### config.mk
export PLATFORM = sky130hd
export DESIGN_NAME = pong_engine_flat
export DESIGN_NICKNAME = d
export VERILOG_FILES = /design/src/rtl/pong_pkg.sv /design/src/rtl/pong_engine_if.sv /design/src/rtl/pong_axis.sv /design/src/rtl/pong_engine.sv /design/src/flat_wrapper.sv
export SDC_FILE = /design/constraint.sdc
export NUM_CORES = 1
export LEC_CHECK = 0
export BUFFER_PORTS_ARGS = -buffer_cell sky130_fd_sc_hd__buf_2
export CAP_MARGIN = 20
export CORE_MARGIN = 1.5
export CORE_UTILIZATION = 48
export CTS_CLUSTER_SIZE = 20
export DETAILED_ROUTE_END_ITERATION = 7
export PLACE_DENSITY = 0.68
export SLEW_MARGIN = 20
export SYNTH_ARGS = -nofsm -noshare
export SYNTH_HDL_FRONTEND = slang
export SYNTH_HIERARCHICAL = 1
export SYNTH_SLANG_ARGS = --single-unit
### constraint.sdc
create_clock -name clk -period 5.9 [get_ports clk]
set_input_delay 0.885 -clock clk [delete_from_list [all_inputs] [get_ports clk]]
set_output_delay 0.885 -clock clk [all_outputs]
set_load 0.03 [all_outputs]
### src/rtl/pong_pkg.sv
`default_nettype none
// ============================================================================
// Module      : pong_pkg
// Description : Shared types and helper functions for the pong game engine:
//               state encoding, direction encoding, serve/centre offsets.
// Revision    : 1.0 - initial release
// ============================================================================
package pong_pkg;

  typedef enum logic [2:0] {
    ST_IDLE  = 3'd0,
    ST_SERVE = 3'd1,
    ST_PLAY  = 3'd2,
    ST_MISS  = 3'd3,
    ST_OVER  = 3'd4
  } state_t;

  // Direction bit: 1 means the coordinate is decreasing.
  localparam logic c_DIR_POS = 1'b0;
  localparam logic c_DIR_NEG = 1'b1;

  // Horizontal offset that centres the ball on top of the paddle.
  function automatic int serve_offset(input int pad_w, input int ball_w);
    return (pad_w - ball_w) / 2;
  endfunction

  // Left edge that centres an object of width obj_w on a screen of width scr_w.
  function automatic int centre_pos(input int scr_w, input int obj_w);
    return (scr_w - obj_w) / 2;
  endfunction

endpackage
`default_nettype wire

### src/rtl/pong_engine_if.sv
`default_nettype none
// ============================================================================
// Module      : pong_engine_if
// Description : Bundle between the VGA timing / button front end (master)
//               and the pong game engine (slave).
// Revision    : 1.0 - initial release
// ============================================================================
interface pong_engine_if #(
  parameter int CW      = 16,
  parameter int SCORE_W = 8
);
  logic               i_frame_tick;
  logic               i_btn_left;
  logic               i_btn_right;
  logic               i_btn_start;
  logic [CW-1:0]      i_x;
  logic [CW-1:0]      i_y;
  logic [CW-1:0]      o_ball_x;
  logic [CW-1:0]      o_ball_y;
  logic [CW-1:0]      o_pad_x;
  logic [2:0]         o_state;
  logic [2:0]         o_lives;
  logic [SCORE_W-1:0] o_score;
  logic               o_ball_on;
  logic               o_pad_on;
  logic [CW-1:0]      o_px;
  logic [CW-1:0]      o_py;
  logic [CW-1:0]      o_bx;
  logic [CW-1:0]      o_by;
  logic               o_bounce;
  logic               o_miss;

  modport master (
    output i_frame_tick, i_btn_left, i_btn_right, i_btn_start, i_x, i_y,
    input  o_ball_x, o_ball_y, o_pad_x, o_state, o_lives, o_score,
    input  o_ball_on, o_pad_on, o_px, o_py, o_bx, o_by, o_bounce, o_miss
  );

  modport slave (
    input  i_frame_tick, i_btn_left, i_btn_right, i_btn_start, i_x, i_y,
    output o_ball_x, o_ball_y, o_pad_x, o_state, o_lives, o_score,
    output o_ball_on, o_pad_on, o_px, o_py, o_bx, o_by, o_bounce, o_miss
  );
endinterface
`default_nettype wire

### src/rtl/pong_axis.sv
`default_nettype none
// ============================================================================
// Module      : pong_axis
// Description : One axis of ball motion. Steps the position by STEP in the
//               current direction, clamps at LO/HI and reflects the direction.
// Revision    : 1.0 - initial release
// ============================================================================
module pong_axis
  import pong_pkg::*;
#(
  parameter int CW   = 16,
  parameter int LO   = 0,
  parameter int HI   = 624,
  parameter int STEP = 2
) (
  input  wire logic [CW-1:0] i_pos,
  input  wire logic          i_dir,
  input  wire logic          i_en,
  output logic      [CW-1:0] o_nxt_pos,
  output logic               o_nxt_dir,
  output logic               o_hit_lo,
  output logic               o_hit_hi
);
  localparam logic [CW:0] c_STEP = (CW+1)'(STEP);
  localparam logic [CW:0] c_LO   = (CW+1)'(LO);
  localparam logic [CW:0] c_HI   = (CW+1)'(HI);

  // One spare bit: an underflow below zero shows up as the top bit set.
  logic [CW:0] w_inc;
  logic [CW:0] w_dec;

  assign w_inc = {1'b0, i_pos} + c_STEP;
  assign w_dec = {1'b0, i_pos} - c_STEP;

  // Step, then clamp and reflect when the step reaches or crosses a limit.
  always_comb begin
    o_nxt_pos = i_pos;
    o_nxt_dir = i_dir;
    o_hit_lo  = 1'b0;
    o_hit_hi  = 1'b0;
    if (i_en) begin
      if (i_dir == c_DIR_NEG) begin
        if (w_dec[CW] || (w_dec <= c_LO)) begin
          o_nxt_pos = c_LO[CW-1:0];
          o_nxt_dir = c_DIR_POS;
          o_hit_lo  = 1'b1;
        end else begin
          o_nxt_pos = w_dec[CW-1:0];
        end
      end else begin
        if (w_inc >= c_HI) begin
          o_nxt_pos = c_HI[CW-1:0];
          o_nxt_dir = c_DIR_NEG;
          o_hit_hi  = 1'b1;
        end else begin
          o_nxt_pos = w_inc[CW-1:0];
        end
      end
    end
  end
endmodule
`default_nettype wire

### src/rtl/pong_engine.sv
`default_nettype none
// ============================================================================
// Module      : pong_engine
// Description : Frame-rate pong engine: paddle, ball, collisions, lives,
//               score, serve/play/miss/over FSM and per-pixel sprite hits.
// Revision    : 1.0 - initial release
// ============================================================================
module pong_engine
  import pong_pkg::*;
#(
  parameter int CW          = 16,
  parameter int SCREEN_W    = 640,
  parameter int SCREEN_H    = 480,
  parameter int BALL_W      = 16,
  parameter int BALL_H      = 16,
  parameter int PAD_Y       = 440,
  parameter int PAD_W       = 96,
  parameter int PAD_H       = 12,
  parameter int BALL_DX     = 2,
  parameter int BALL_DY     = 2,
  parameter int PAD_SPEED   = 4,
  parameter int LIVES       = 3,
  parameter int MISS_FRAMES = 60,
  parameter int SCORE_W     = 8
) (
  input wire logic     clk,
  input wire logic     rst,
  pong_engine_if.slave bus
);
  localparam int c_CNT_W = $clog2(MISS_FRAMES + 1);

  localparam logic [CW:0] c_BW      = (CW+1)'(BALL_W);
  localparam logic [CW:0] c_BH      = (CW+1)'(BALL_H);
  localparam logic [CW:0] c_PW      = (CW+1)'(PAD_W);
  localparam logic [CW:0] c_PY      = (CW+1)'(PAD_Y);
  localparam logic [CW:0] c_DY      = (CW+1)'(BALL_DY);
  localparam logic [CW:0] c_SPD     = (CW+1)'(PAD_SPEED);
  localparam logic [CW:0] c_PAD_MAX = (CW+1)'(SCREEN_W - PAD_W);
  localparam logic [CW:0] c_PAD_END = (CW+1)'(PAD_Y + PAD_H);

  localparam logic [CW-1:0] c_PAD_BOT   = CW'(PAD_Y + PAD_H - 1);
  localparam logic [CW-1:0] c_PAD_CTR   = CW'(centre_pos(SCREEN_W, PAD_W));
  localparam logic [CW-1:0] c_SERVE_OFF = CW'(serve_offset(PAD_W, BALL_W));
  localparam logic [CW-1:0] c_SERVE_Y   = CW'(PAD_Y - BALL_H);
  localparam logic [CW-1:0] c_BALL_X0   = CW'(centre_pos(SCREEN_W, PAD_W) + serve_offset(PAD_W, BALL_W));

  localparam logic [2:0]         c_LIVES = 3'(LIVES);
  localparam logic [c_CNT_W-1:0] c_MISS  = c_CNT_W'(MISS_FRAMES);

  state_t             r_state;
  logic [CW-1:0]      r_ball_x, r_ball_y, r_pad_x;
  logic               r_dir_x, r_dir_y;
  logic [2:0]         r_lives;
  logic [SCORE_W-1:0] r_score;
  logic [c_CNT_W-1:0] r_cnt;
  logic               r_bounce, r_miss;
  logic               r_ball_on, r_pad_on;
  logic [CW-1:0]      r_px, r_py, r_bx, r_by;

  logic [CW-1:0] w_x_nxt, w_y_nxt, w_pad_nxt;
  logic          w_x_dir, w_y_dir;
  logic          w_x_hit_lo, w_x_hit_hi, w_y_hit_lo, w_y_hit_hi;
  logic          w_play, w_pad_hit, w_in_ball, w_in_pad;
  logic [CW:0]   w_pad_l, w_pad_r, w_y_bot, w_y_bot_nxt, w_x, w_y;

  assign w_play = (r_state == ST_PLAY);

  pong_axis #(.CW(CW), .LO(0), .HI(SCREEN_W - BALL_W), .STEP(BALL_DX)) u_axis_x (
    .i_pos(r_ball_x), .i_dir(r_dir_x), .i_en(w_play),
    .o_nxt_pos(w_x_nxt), .o_nxt_dir(w_x_dir), .o_hit_lo(w_x_hit_lo), .o_hit_hi(w_x_hit_hi)
  );

  pong_axis #(.CW(CW), .LO(0), .HI(SCREEN_H - BALL_H), .STEP(BALL_DY)) u_axis_y (
    .i_pos(r_ball_y), .i_dir(r_dir_y), .i_en(w_play),
    .o_nxt_pos(w_y_nxt), .o_nxt_dir(w_y_dir), .o_hit_lo(w_y_hit_lo), .o_hit_hi(w_y_hit_hi)
  );

  assign w_pad_l = {1'b0, r_pad_x} - c_SPD;
  assign w_pad_r = {1'b0, r_pad_x} + c_SPD;

  // Paddle target for this tick; opposing buttons cancel out.
  always_comb begin
    w_pad_nxt = r_pad_x;
    if (bus.i_btn_left && !bus.i_btn_right) begin
      w_pad_nxt = w_pad_l[CW] ? '0 : w_pad_l[CW-1:0];
    end else if (bus.i_btn_right && !bus.i_btn_left) begin
      w_pad_nxt = (w_pad_r >= c_PAD_MAX) ? c_PAD_MAX[CW-1:0] : w_pad_r[CW-1:0];
    end
  end

  // Paddle catch uses the unclamped next position and the pre-tick paddle.
  assign w_y_bot     = {1'b0, r_ball_y} + c_BH;
  assign w_y_bot_nxt = w_y_bot + c_DY;
  assign w_pad_hit   = (r_dir_y == c_DIR_POS) && (w_y_bot_nxt >= c_PY) && (w_y_bot <= c_PY) &&
                       (({1'b0, r_ball_x} + c_BW) > {1'b0, r_pad_x}) &&
                       ({1'b0, r_ball_x} < ({1'b0, r_pad_x} + c_PW));

  // Game FSM: every piece of game state moves only on frame_tick.
  always_ff @(posedge clk or posedge rst) begin
    if (rst) begin
      r_state  <= ST_IDLE;
      r_pad_x  <= c_PAD_CTR;
      r_ball_x <= c_BALL_X0;
      r_ball_y <= c_SERVE_Y;
      r_dir_x  <= c_DIR_POS;
      r_dir_y  <= c_DIR_POS;
      r_lives  <= c_LIVES;
      r_score  <= '0;
      r_cnt    <= '0;
      r_bounce <= 1'b0;
      r_miss   <= 1'b0;
    end else begin
      r_bounce <= 1'b0;
      r_miss   <= 1'b0;
      if (bus.i_frame_tick) begin
        if (r_state != ST_OVER) r_pad_x <= w_pad_nxt;
        case (r_state)
          ST_IDLE: begin
            if (bus.i_btn_start) r_state <= ST_SERVE;
          end
          ST_SERVE: begin
            r_ball_x <= w_pad_nxt + c_SERVE_OFF;
            r_ball_y <= c_SERVE_Y;
            if (bus.i_btn_start) begin
              r_state <= ST_PLAY;
              r_dir_y <= c_DIR_NEG;
              r_dir_x <= bus.i_btn_left ? c_DIR_NEG : c_DIR_POS;
            end
          end
          ST_PLAY: begin
            r_ball_x <= w_x_nxt;
            r_dir_x  <= w_x_dir;
            r_bounce <= w_x_hit_lo | w_x_hit_hi | w_y_hit_lo | w_pad_hit;
            if (w_pad_hit) begin
              r_ball_y <= c_SERVE_Y;
              r_dir_y  <= c_DIR_NEG;
              if (r_score != {SCORE_W{1'b1}}) r_score <= r_score + 1'b1;
            end else if (w_y_hit_hi) begin
              r_ball_y <= w_y_nxt;
              r_miss   <= 1'b1;
              r_lives  <= r_lives - 1'b1;
              r_cnt    <= c_MISS;
              r_state  <= ST_MISS;
            end else begin
              r_ball_y <= w_y_nxt;
              r_dir_y  <= w_y_dir;
            end
          end
          ST_MISS: begin
            if ((r_cnt == '0) || (r_cnt == c_CNT_W'(1))) begin
              r_cnt   <= '0;
              r_state <= (r_lives == '0) ? ST_OVER : ST_SERVE;
            end else begin
              r_cnt <= r_cnt - 1'b1;
            end
          end
          ST_OVER: begin
            if (bus.i_btn_start) begin
              r_lives <= c_LIVES;
              r_score <= '0;
              r_pad_x <= c_PAD_CTR;
              r_state <= ST_SERVE;
            end
          end
          default: r_state <= ST_IDLE;
        endcase
      end
    end
  end

  assign w_x = {1'b0, bus.i_x};
  assign w_y = {1'b0, bus.i_y};
  assign w_in_ball = (w_x >= {1'b0, r_ball_x}) && (w_x < ({1'b0, r_ball_x} + c_BW)) &&
                     (w_y >= {1'b0, r_ball_y}) && (w_y < ({1'b0, r_ball_y} + c_BH));
  assign w_in_pad  = (w_x >= {1'b0, r_pad_x}) && (w_x < ({1'b0, r_pad_x} + c_PW)) &&
                     (w_y >= c_PY) && (w_y < c_PAD_END);

  // Pixel pipeline: sprite hit and sprite-relative offsets, one cycle behind x/y.
  always_ff @(posedge clk or posedge rst) begin
    if (rst) begin
      r_ball_on <= 1'b0;
      r_pad_on  <= 1'b0;
      r_px      <= '0;
      r_py      <= '0;
      r_bx      <= '0;
      r_by      <= '0;
    end else begin
      r_ball_on <= w_in_ball;
      r_pad_on  <= w_in_pad;
      r_px      <= w_in_ball ? (bus.i_x - r_ball_x) : '0;
      r_py      <= w_in_ball ? (bus.i_y - r_ball_y) : '0;
      r_bx      <= w_in_pad ? (bus.i_x - r_pad_x) : '0;
      r_by      <= w_in_pad ? (c_PAD_BOT - bus.i_y) : '0;
    end
  end

  assign bus.o_ball_x  = r_ball_x;
  assign bus.o_ball_y  = r_ball_y;
  assign bus.o_pad_x   = r_pad_x;
  assign bus.o_state   = r_state;
  assign bus.o_lives   = r_lives;
  assign bus.o_score   = r_score;
  assign bus.o_bounce  = r_bounce;
  assign bus.o_miss    = r_miss;
  assign bus.o_ball_on = r_ball_on;
  assign bus.o_pad_on  = r_pad_on;
  assign bus.o_px      = r_px;
  assign bus.o_py      = r_py;
  assign bus.o_bx      = r_bx;
  assign bus.o_by      = r_by;
endmodule
`default_nettype wire

### src/flat_wrapper.sv
// flat-port wrapper written by rule: the top's interface ports become plain ports
module pong_engine_flat import pong_pkg::*;
#(
  parameter int CW          = 16,
  parameter int SCREEN_W    = 640,
  parameter int SCREEN_H    = 480,
  parameter int BALL_W      = 16,
  parameter int BALL_H      = 16,
  parameter int PAD_Y       = 440,
  parameter int PAD_W       = 96,
  parameter int PAD_H       = 12,
  parameter int BALL_DX     = 2,
  parameter int BALL_DY     = 2,
  parameter int PAD_SPEED   = 4,
  parameter int LIVES       = 3,
  parameter int MISS_FRAMES = 60,
  parameter int SCORE_W     = 8
)
  (clk, rst, bus_i_frame_tick, bus_i_btn_left, bus_i_btn_right, bus_i_btn_start, bus_i_x, bus_i_y, bus_o_ball_x, bus_o_ball_y, bus_o_pad_x, bus_o_state, bus_o_lives, bus_o_score, bus_o_ball_on, bus_o_pad_on, bus_o_px, bus_o_py, bus_o_bx, bus_o_by, bus_o_bounce, bus_o_miss);
  pong_engine_if #(.CW(CW), .SCORE_W(SCORE_W)) bus_i ();
  input wire logic clk;
  input wire logic rst;
  input wire logic [$bits(bus_i.i_frame_tick)-1:0] bus_i_frame_tick;
  input wire logic [$bits(bus_i.i_btn_left)-1:0] bus_i_btn_left;
  input wire logic [$bits(bus_i.i_btn_right)-1:0] bus_i_btn_right;
  input wire logic [$bits(bus_i.i_btn_start)-1:0] bus_i_btn_start;
  input wire logic [$bits(bus_i.i_x)-1:0] bus_i_x;
  input wire logic [$bits(bus_i.i_y)-1:0] bus_i_y;
  output wire logic [$bits(bus_i.o_ball_x)-1:0] bus_o_ball_x;
  output wire logic [$bits(bus_i.o_ball_y)-1:0] bus_o_ball_y;
  output wire logic [$bits(bus_i.o_pad_x)-1:0] bus_o_pad_x;
  output wire logic [$bits(bus_i.o_state)-1:0] bus_o_state;
  output wire logic [$bits(bus_i.o_lives)-1:0] bus_o_lives;
  output wire logic [$bits(bus_i.o_score)-1:0] bus_o_score;
  output wire logic [$bits(bus_i.o_ball_on)-1:0] bus_o_ball_on;
  output wire logic [$bits(bus_i.o_pad_on)-1:0] bus_o_pad_on;
  output wire logic [$bits(bus_i.o_px)-1:0] bus_o_px;
  output wire logic [$bits(bus_i.o_py)-1:0] bus_o_py;
  output wire logic [$bits(bus_i.o_bx)-1:0] bus_o_bx;
  output wire logic [$bits(bus_i.o_by)-1:0] bus_o_by;
  output wire logic [$bits(bus_i.o_bounce)-1:0] bus_o_bounce;
  output wire logic [$bits(bus_i.o_miss)-1:0] bus_o_miss;
  assign bus_i.i_frame_tick = bus_i_frame_tick;
  assign bus_i.i_btn_left = bus_i_btn_left;
  assign bus_i.i_btn_right = bus_i_btn_right;
  assign bus_i.i_btn_start = bus_i_btn_start;
  assign bus_i.i_x = bus_i_x;
  assign bus_i.i_y = bus_i_y;
  assign bus_o_ball_x = bus_i.o_ball_x;
  assign bus_o_ball_y = bus_i.o_ball_y;
  assign bus_o_pad_x = bus_i.o_pad_x;
  assign bus_o_state = bus_i.o_state;
  assign bus_o_lives = bus_i.o_lives;
  assign bus_o_score = bus_i.o_score;
  assign bus_o_ball_on = bus_i.o_ball_on;
  assign bus_o_pad_on = bus_i.o_pad_on;
  assign bus_o_px = bus_i.o_px;
  assign bus_o_py = bus_i.o_py;
  assign bus_o_bx = bus_i.o_bx;
  assign bus_o_by = bus_i.o_by;
  assign bus_o_bounce = bus_i.o_bounce;
  assign bus_o_miss = bus_i.o_miss;
  pong_engine #(.CW(CW), .SCREEN_W(SCREEN_W), .SCREEN_H(SCREEN_H), .BALL_W(BALL_W), .BALL_H(BALL_H), .PAD_Y(PAD_Y), .PAD_W(PAD_W), .PAD_H(PAD_H), .BALL_DX(BALL_DX), .BALL_DY(BALL_DY), .PAD_SPEED(PAD_SPEED), .LIVES(LIVES), .MISS_FRAMES(MISS_FRAMES), .SCORE_W(SCORE_W)) u_core (.clk(clk), .rst(rst), .bus(bus_i));
endmodule
# After elaboration in Yosys (flattened, before gate mapping)
# Index checks and enable logic that the tools add are counted.
totals:
  output_inout_bits: 130
  regBits: 138
  word_cells: 171
op_classes:
  muxes: 68
  n_eq_ne: 16
  n_addsub: 18
  reduce_logical: 31
  order_cmp: 17
  bitwise_logic: 4
ops:
  columns: ["cell", "count"]
  rows:
  - ["16-bit two-way mux", 18]
  - ["16-bit by 17-bit less-than comparator with 1-bit output", 4]
  - ["16-bit case mux with 2 select lines", 2]
  - ["16-bit greater-or-equal comparator", 3]
  - ["16-bit subtractor", 3]
  - ["16-bit by 2-bit adder with 17-bit output, second input constant", 2]
  - ["16-bit by 5-bit adder with 17-bit output, second input constant", 2]
  - ["17-bit by 10-bit greater-or-equal comparator with 1-bit output, second input constant", 2]
  - ["17-bit by 9-bit greater-or-equal comparator with 1-bit output, second input constant", 2]
  - ["17-bit by 1-bit <= comparator with 1-bit output, second input constant", 2]
  - ["16-bit by 2-bit subtractor with 17-bit output, second input constant", 2]
  - ["1-bit two-way mux", 27]
  - ["3-bit two-way mux", 9]
  - ["8-bit two-way mux", 3]
  - ["6-bit two-way mux", 3]
  - ["16-bit by 3-bit adder with 17-bit output, second input constant", 1]
  - ["16-bit by 7-bit adder with 17-bit output, second input constant", 1]
  - ["17-bit by 2-bit adder with 17-bit output, second input constant", 1]
  - ["17-bit by 16-bit > comparator with 1-bit output", 1]
  - ["17-bit by 9-bit <= comparator with 1-bit output, second input constant", 1]
  - ["16-bit by 3-bit subtractor with 17-bit output, second input constant", 1]
  - ["16-bit by 6-bit adder with 16-bit output, second input constant", 1]
  - ["16-bit by 9-bit greater-or-equal comparator with 1-bit output, second input constant", 1]
  - ["16-bit by 9-bit less-than comparator with 1-bit output, second input constant", 1]
  - ["other kinds (32)", 61]

# Logic depth before layout (Yosys ltp)
depth:
  depth_word: 11
  mapped_depth: 18
  mapped_depth_nobuf: 16

# By module
# Netlist, hierarchy kept.
modules_own_cells:
  columns: ["module", "seq_area_each_um2", "cells_per_inst", "instances", "area_each_um2"]
  rows:
  - ["pong_engine", 3468.3, 1298, 1, 11105.7]
  - ["pong_axis at u_core.u_axis_x", 0.0, 197, 1, 1282.5]
  - ["pong_axis at u_core.u_axis_y", 0.0, 169, 1, 1217.4]

# Worst setup path after synthesis
# Ideal clock, no wire load.
synth_timing:
  path_type: "register to register"
  startpoint: "register u_core.r_pad_x[5] (netlist: u_core/bus.o_pad_x[5])"
  endpoint: "register u_core.r_ball_x[13] (netlist: u_core/bus.o_ball_x[13])"
  slack_ns: 2.167
  required_time_ns: 5.758
  setup_time_ns: 0.142
  path_buffers: 0
  stages_incl_launch_ff: 15
  arrival_ns: 3.591
  cell_sequence: "dfrtp_1 > ha_1 > and4_1 > nand3_1 > o41ai_2 > nand3_1 > or2_1 > a21boi_2 > and2_1 > ha_1 > nor3_1 > nor3b_1 > nor3b_1 > xor2_1 > o221ai_1"
synth_via:
  elab_chain_cells: 7
  elab_cells_between_ends: 9
  cone_classes: "add/sub: 3; order compare: 1; mux: 5"
synth_rtl:
  columns: ["item", "line", "source"]
  rows:
  - ["start, declared", "pong_engine.sv:51", "logic [CW-1:0] r_ball_x, r_ball_y, r_pad_x;"]
  - ["start signal, assigned", "pong_engine.sv:102", "r_pad_x <= c_PAD_CTR;"]
  - ["start signal, assigned", "pong_engine.sv:116", "if (r_state != ST_OVER) r_pad_x <= w_pad_nxt;"]
  - ["start signal, assigned", "pong_engine.sv:161", "r_pad_x <= c_PAD_CTR;"]
  - ["16-bit by 3-bit adder with 17-bit output", "pong_engine.sv:79", "assign w_pad_r = {1'b0, r_pad_x} + c_SPD;"]
  - ["17-bit by 10-bit greater-or-equal comparator with 1-bit output", "pong_engine.sv:87", "w_pad_nxt = (w_pad_r >= c_PAD_MAX) ? c_PAD_MAX[CW-1:0] : w_pad_r[CW-1:0];"]
  - ["16-bit two-way mux", "pong_engine.sv:87", null]
  - ["16-bit two-way mux", "pong_engine.sv:86", "end else if (bus.i_btn_right && !bus.i_btn_left) begin"]
  - ["16-bit two-way mux *", "pong_engine.sv:84", "if (bus.i_btn_left && !bus.i_btn_right) begin"]
  - ["16-bit by 6-bit adder with 16-bit output *", "pong_engine.sv:122", "r_ball_x <= w_pad_nxt + c_SERVE_OFF;"]
  - ["16-bit case mux with 2 select lines *", "pong_engine.sv:117", "case (r_state)"]
  - ["end signal, assigned", "pong_engine.sv:103", "r_ball_x <= c_BALL_X0;"]
  - ["end signal, assigned", "pong_engine.sv:122", null]
  - ["end signal, assigned", "pong_engine.sv:131", "r_ball_x <= w_x_nxt;"]
  - ["end, declared", "pong_engine.sv:51", null]
# Mark *: on every way between the ends. The rest lies on a longest branch, timed or not.
# A chain may end at the register's enable or synchronous reset.

# Final worst setup path
layout_timing:
  startpoint: "register u_core.r_ball_x[4] (netlist: u_core/bus.o_ball_x[4])"
  endpoint: "register u_core.r_py[14] (netlist: u_core/bus.o_py[14])"
layout_via:
  elab_chain_cells: 6
  elab_cells_between_ends: 7
  cone_classes: "add/sub: 1; order compare: 2; mux: 1; reduce/logical: 3"
layout_rtl:
  columns: ["item", "line", "source"]
  rows:
  - ["16-bit by 5-bit adder with 17-bit output", "pong_engine.sv:173", "assign w_in_ball = (w_x >= {1'b0, r_ball_x}) && (w_x < ({1'b0, r_ball_x} + c_BW)) &&"]
  - ["16-bit by 17-bit less-than comparator with 1-bit output", "pong_engine.sv:173", null]
  - ["1-bit logical AND * (2 in series)", "pong_engine.sv:173", null]
  - ["1-bit logical AND *", "pong_engine.sv:174", "(w_y >= {1'b0, r_ball_y}) && (w_y < ({1'b0, r_ball_y} + c_BH));"]
  - ["16-bit two-way mux *", "pong_engine.sv:191", "r_py <= w_in_ball ? (bus.i_y - r_ball_y) : '0;"]
  - ["end signal, assigned", "pong_engine.sv:191", null]
  - ["end, declared", "pong_engine.sv:58", "logic [CW-1:0] r_px, r_py, r_bx, r_by;"]
# Marked as above.

==> flow_summary.json <==
{
  "outcome": "finished, final reports clean",
  "max-vdd-ir-drop_mv": 0.267,
  "cts_setup_buffers": 0,
  "cp-end-kind": "flop",
  "clk_latency_ns": 0.45,
  "synth_flop_cell": "dfrtp_1",
  "min_period_over_period": 0.735,
  "cp-start-kind": "flop",
  "slew_headroom": 0.312,
  "drtAntennaViolNets": 0,
  "cts_tree": "yes",
  "maxCapViolCount": 0,
  "holdBufCountCts": 0,
  "drcViolationCount": 0,
  "synth_xor_area_frac": 0.0597,
  "crit_type": "flop to flop",
  "worstPathCellList": "ha_1 -> nand2_1 -> xnor2_1 -> inv_1 -> ha_1 -> a21o_1 -> a21o_1 -> a21o_1 -> a2111oi_0 -> inv_1 -> o21ai_0 -> nand3_1 -> buf_4 -> nor3_1",
  "row_count": 61,
  "avgViaCountPerCell": 6.16,
  "layout.nets": 1965,
  "fmax_mhz": 231,
  "routedWlPerCell_um": 19.9,
  "vias": 13400,
  "h-tree-depth": 4,
  "synth_top_family_by_area": "simple AND/OR/NAND/NOR gates",
  "final_cell_area_sq_um": 15200,
  "antenna_found_initial": 1,
  "grt_overflow_total": 0,
  "critical_path_required_ns": 6.25,
  "leakage_nw": 6.93,
  "grt_max_degree": 60,
  "worst-path-stages": 14,
  "skew_ns": 0.0177,
  "synthAdderAreaFrac": 0.128,
  "async_flop_share": 1.00,
  "synth_cells": 1664,
  "tns_ns": 0,
  "cp_slowest_stage_delay_ns": 0.91,
  "fin_cells": 2182,
  "synth_area_sq_um": 13600,
  "numClockSinks": 138,
  "grtUsageTotal": 0.295,
  "gp_congestion": 0.945,
  "core-area_sq_um": 27900,
  "final_max_slew_viol_count": 0,
  "fp.dieH_um": 171,
  "drt_first_pass_iters": 8,
  "power.total_mw": 6.92,
  "dp.cells": 2149,
  "ys_types": 122,
  "dp_hpwl_mm": 32.4,
  "grt_first_pass_wirelength_mm": 67.4,
  "cp_slowest_cell": "dfstp_2",
  "synthMuxAreaShare": 0.0133,
  "drt-total-wl_mm": 43.5,
  "critical_path_buf_inv_count": 3,
  "grt_setup_unrepaired": "false",
  "worstPathMaxFanout": 26,
  "powerDensity_nw_per_um2": 454,
  "drt_iter0_drc": 1575,
  "cts-root-buf": "clkbuf_16",
  "die_area_sq_um": 29400,
  "hold_violations": 0,
  "ys_seq_elements": 138,
  "synth_area_per_cell_sq_um": 8.18,
  "io_pins": 168,
  "die_w_um": 171,
  "place_area_sq_um": 14600,
  "drive_above_1_share": 0.171,
  "yosys.area_share.simple": 0.254,
  "worst-r2r-cell-count": 14,
  "synth_compound_area_frac": 0.224,
  "io_buffers": 167,
  "grt_pass1_vias": 12200,
  "synth_warnings": 6,
  "ctsResizeCount": 0,
  "numCtsBuffers": 17,
  "cts.path.max_buffers": 2,
  "path_clk_slew_ns": 0.08,
  "synth_edf_count": 0,
  "worst_slew_pin_slew_ns": 1.03,
  "yosysSeqAreaShare": 0.255,
  "crit_top_cell": "a21o_1",
  "area_delta_synth_final_pct": 11.9,
  "hp-class": "input pin to asynchronous set/reset pin",
  "crit_arrival_ns": 4.69,
  "setup_violations": 0,
  "finalCriticalPeriod_ns": 4.34,
  "start_util": 0.488,
  "critical_path.top_delay_family": "compound AO/OA/AOI/OAI gates"
}
-- through the flow --
step / utilization / hold slack, ns / setup slack, ns
after global routing: 0.546 / 0.542 / 1.25
after global placement: 0.524 / 0.471 / 1.70
final: 0.546 / 0.497 / 1.56
after detailed placement: 0.524 / 0.503 / 1.68
after CTS: 0.546 / 0.514 / 1.66
after floorplan: - / 0.502 / 1.34
-- metal layers --
metal / track usage / part of all wire / vias up
met2: 0.466 / 0.45 / 621
met3: 0.0465 / 0.080 / 76
met1: 0.410 / 0.44 / 6396
met5: 0 / 0 / -
li1: - / - / 6338
met4: 0.0969 / 0.024 / 0
-- logic make-up after synthesis --
| group | Yosys count |
|---|---|
| xor+xnor | 91 |
| compound gates | 436 |
| simple gates | 642 |
| buf+inv | 202 |
| other cells | 1 |
| fa+ha+maj | 137 |
| mux | 17 |
| flops | 138 |
-- synth_stat cells (28+ instances only) --
library cell | n | share of area
o21ai_0 | 75 | 0.028
nor4_1 | 29 | 0.013
a31oi_1 | 29 | 0.013
dfrtp_1 | 126 | 0.23
nand4_1 | 35 | 0.016
nor2_1 | 160 | 0.044
nor3_1 | 64 | 0.024
xor2_1 | 28 | 0.018
nand3_1 | 65 | 0.024
a21oi_1 | 91 | 0.033
inv_1 | 122 | 0.034
clkbuf_1 | 32 | 0.0088
xnor2_1 | 61 | 0.039
nand2_1 | 121 | 0.033
a21o_1 | 29 | 0.016
ha_1 | 134 | 0.12
-- registers in the layout (all words and copies together) (netlist names) --
name and count:
u_core/r_cnt 6, u_core/bus.o_bx 16, u_core/bus.o_lives 3, u_core/bus.o_miss 1, u_core/r_dir_y 1, u_core/bus.o_by 16, u_core/bus.o_px 16, u_core/bus.o_ball_on 1
u_core/bus.o_py 16, u_core/bus.o_ball_y 16, u_core/r_dir_x 1, u_core/bus.o_pad_x 16, u_core/bus.o_ball_x 16, u_core/bus.o_score 8, u_core/bus.o_state 3, u_core/bus.o_pad_on 1
u_core/bus.o_bounce 1
-- report_power, final --
part           switching (mW)  leakage, nW  internal (mW)
Clock                   0.547        0.298          0.578
Combinational            2.58         4.83           1.52
Sequential              0.558         1.80           1.13
-- area by class of cell --
cell class	instances	area, sq um
Multi-Input combinational cell	1328	9270
Clock inverter	15	191
Clock buffer	17	425
Timing Repair Buffer	177	911
Tap cell	378	473
Sequential cell	138	3470
Fill cell	2665	12600
Inverter	128	485
Antenna cell	1	2.50
-- worst register-to-register path, stage by stage, from the launching register on --
cell       delay (ns)
dfstp_2          0.91
ha_1             0.39
nand2_1          0.13
xnor2_1          0.27
inv_1            0.08
ha_1             0.29
a21o_1           0.16
a21o_1           0.17
a21o_1           0.17
a2111oi_0        0.57
inv_1            0.08
o21ai_0          0.29
nand3_1          0.23
buf_4            0.29
nor3_1           0.23
-- cells in the final DEF (no fill, tap or decap), types with 17 or more instances in the layout --
cell	instances
inv_1	121
a21oi_1	91
nor2_1	160
clkbuf_16	17
buf_2	167
ha_1	134
nor4_1	29
dfrtp_1	126
xnor2_1	61
nand2_1	121
o21ai_0	75
nor3_1	64
a21o_1	29
nand3_1	65
xor2_1	28
a22o_1	20
nand4_1	35
a211oi_1	20
a31oi_1	29
-- worst paths after layout --
| check | from | end | slack (ns) |
|---|---|---|---|
| max | u_core/bus.o_ball_x[4]$_DFFE_PP1P_ | u_core/bus.o_py[14]$_DFF_PP0_ | 1.56 |
| min | rst | u_core/bus.o_by[12]$_DFF_PP0_ | 0.50 |
| max reg2reg | u_core/bus.o_ball_x[4]$_DFFE_PP1P_ | u_core/bus.o_py[14]$_DFF_PP0_ | 1.56 |
| min reg2reg | u_core/bus.o_score[7]$_DFFE_PP0P_ | u_core/bus.o_score[7]$_DFFE_PP0P_ | 0.51 |
| max in group asynchronous | rst | u_core/bus.o_lives[2]$_DFFE_PP0P_ | 4.35 |
| min in group clk | u_core/bus.o_score[7]$_DFFE_PP0P_ | u_core/bus.o_score[7]$_DFFE_PP0P_ | 0.51 |
(Power assumes the default switching activity.)
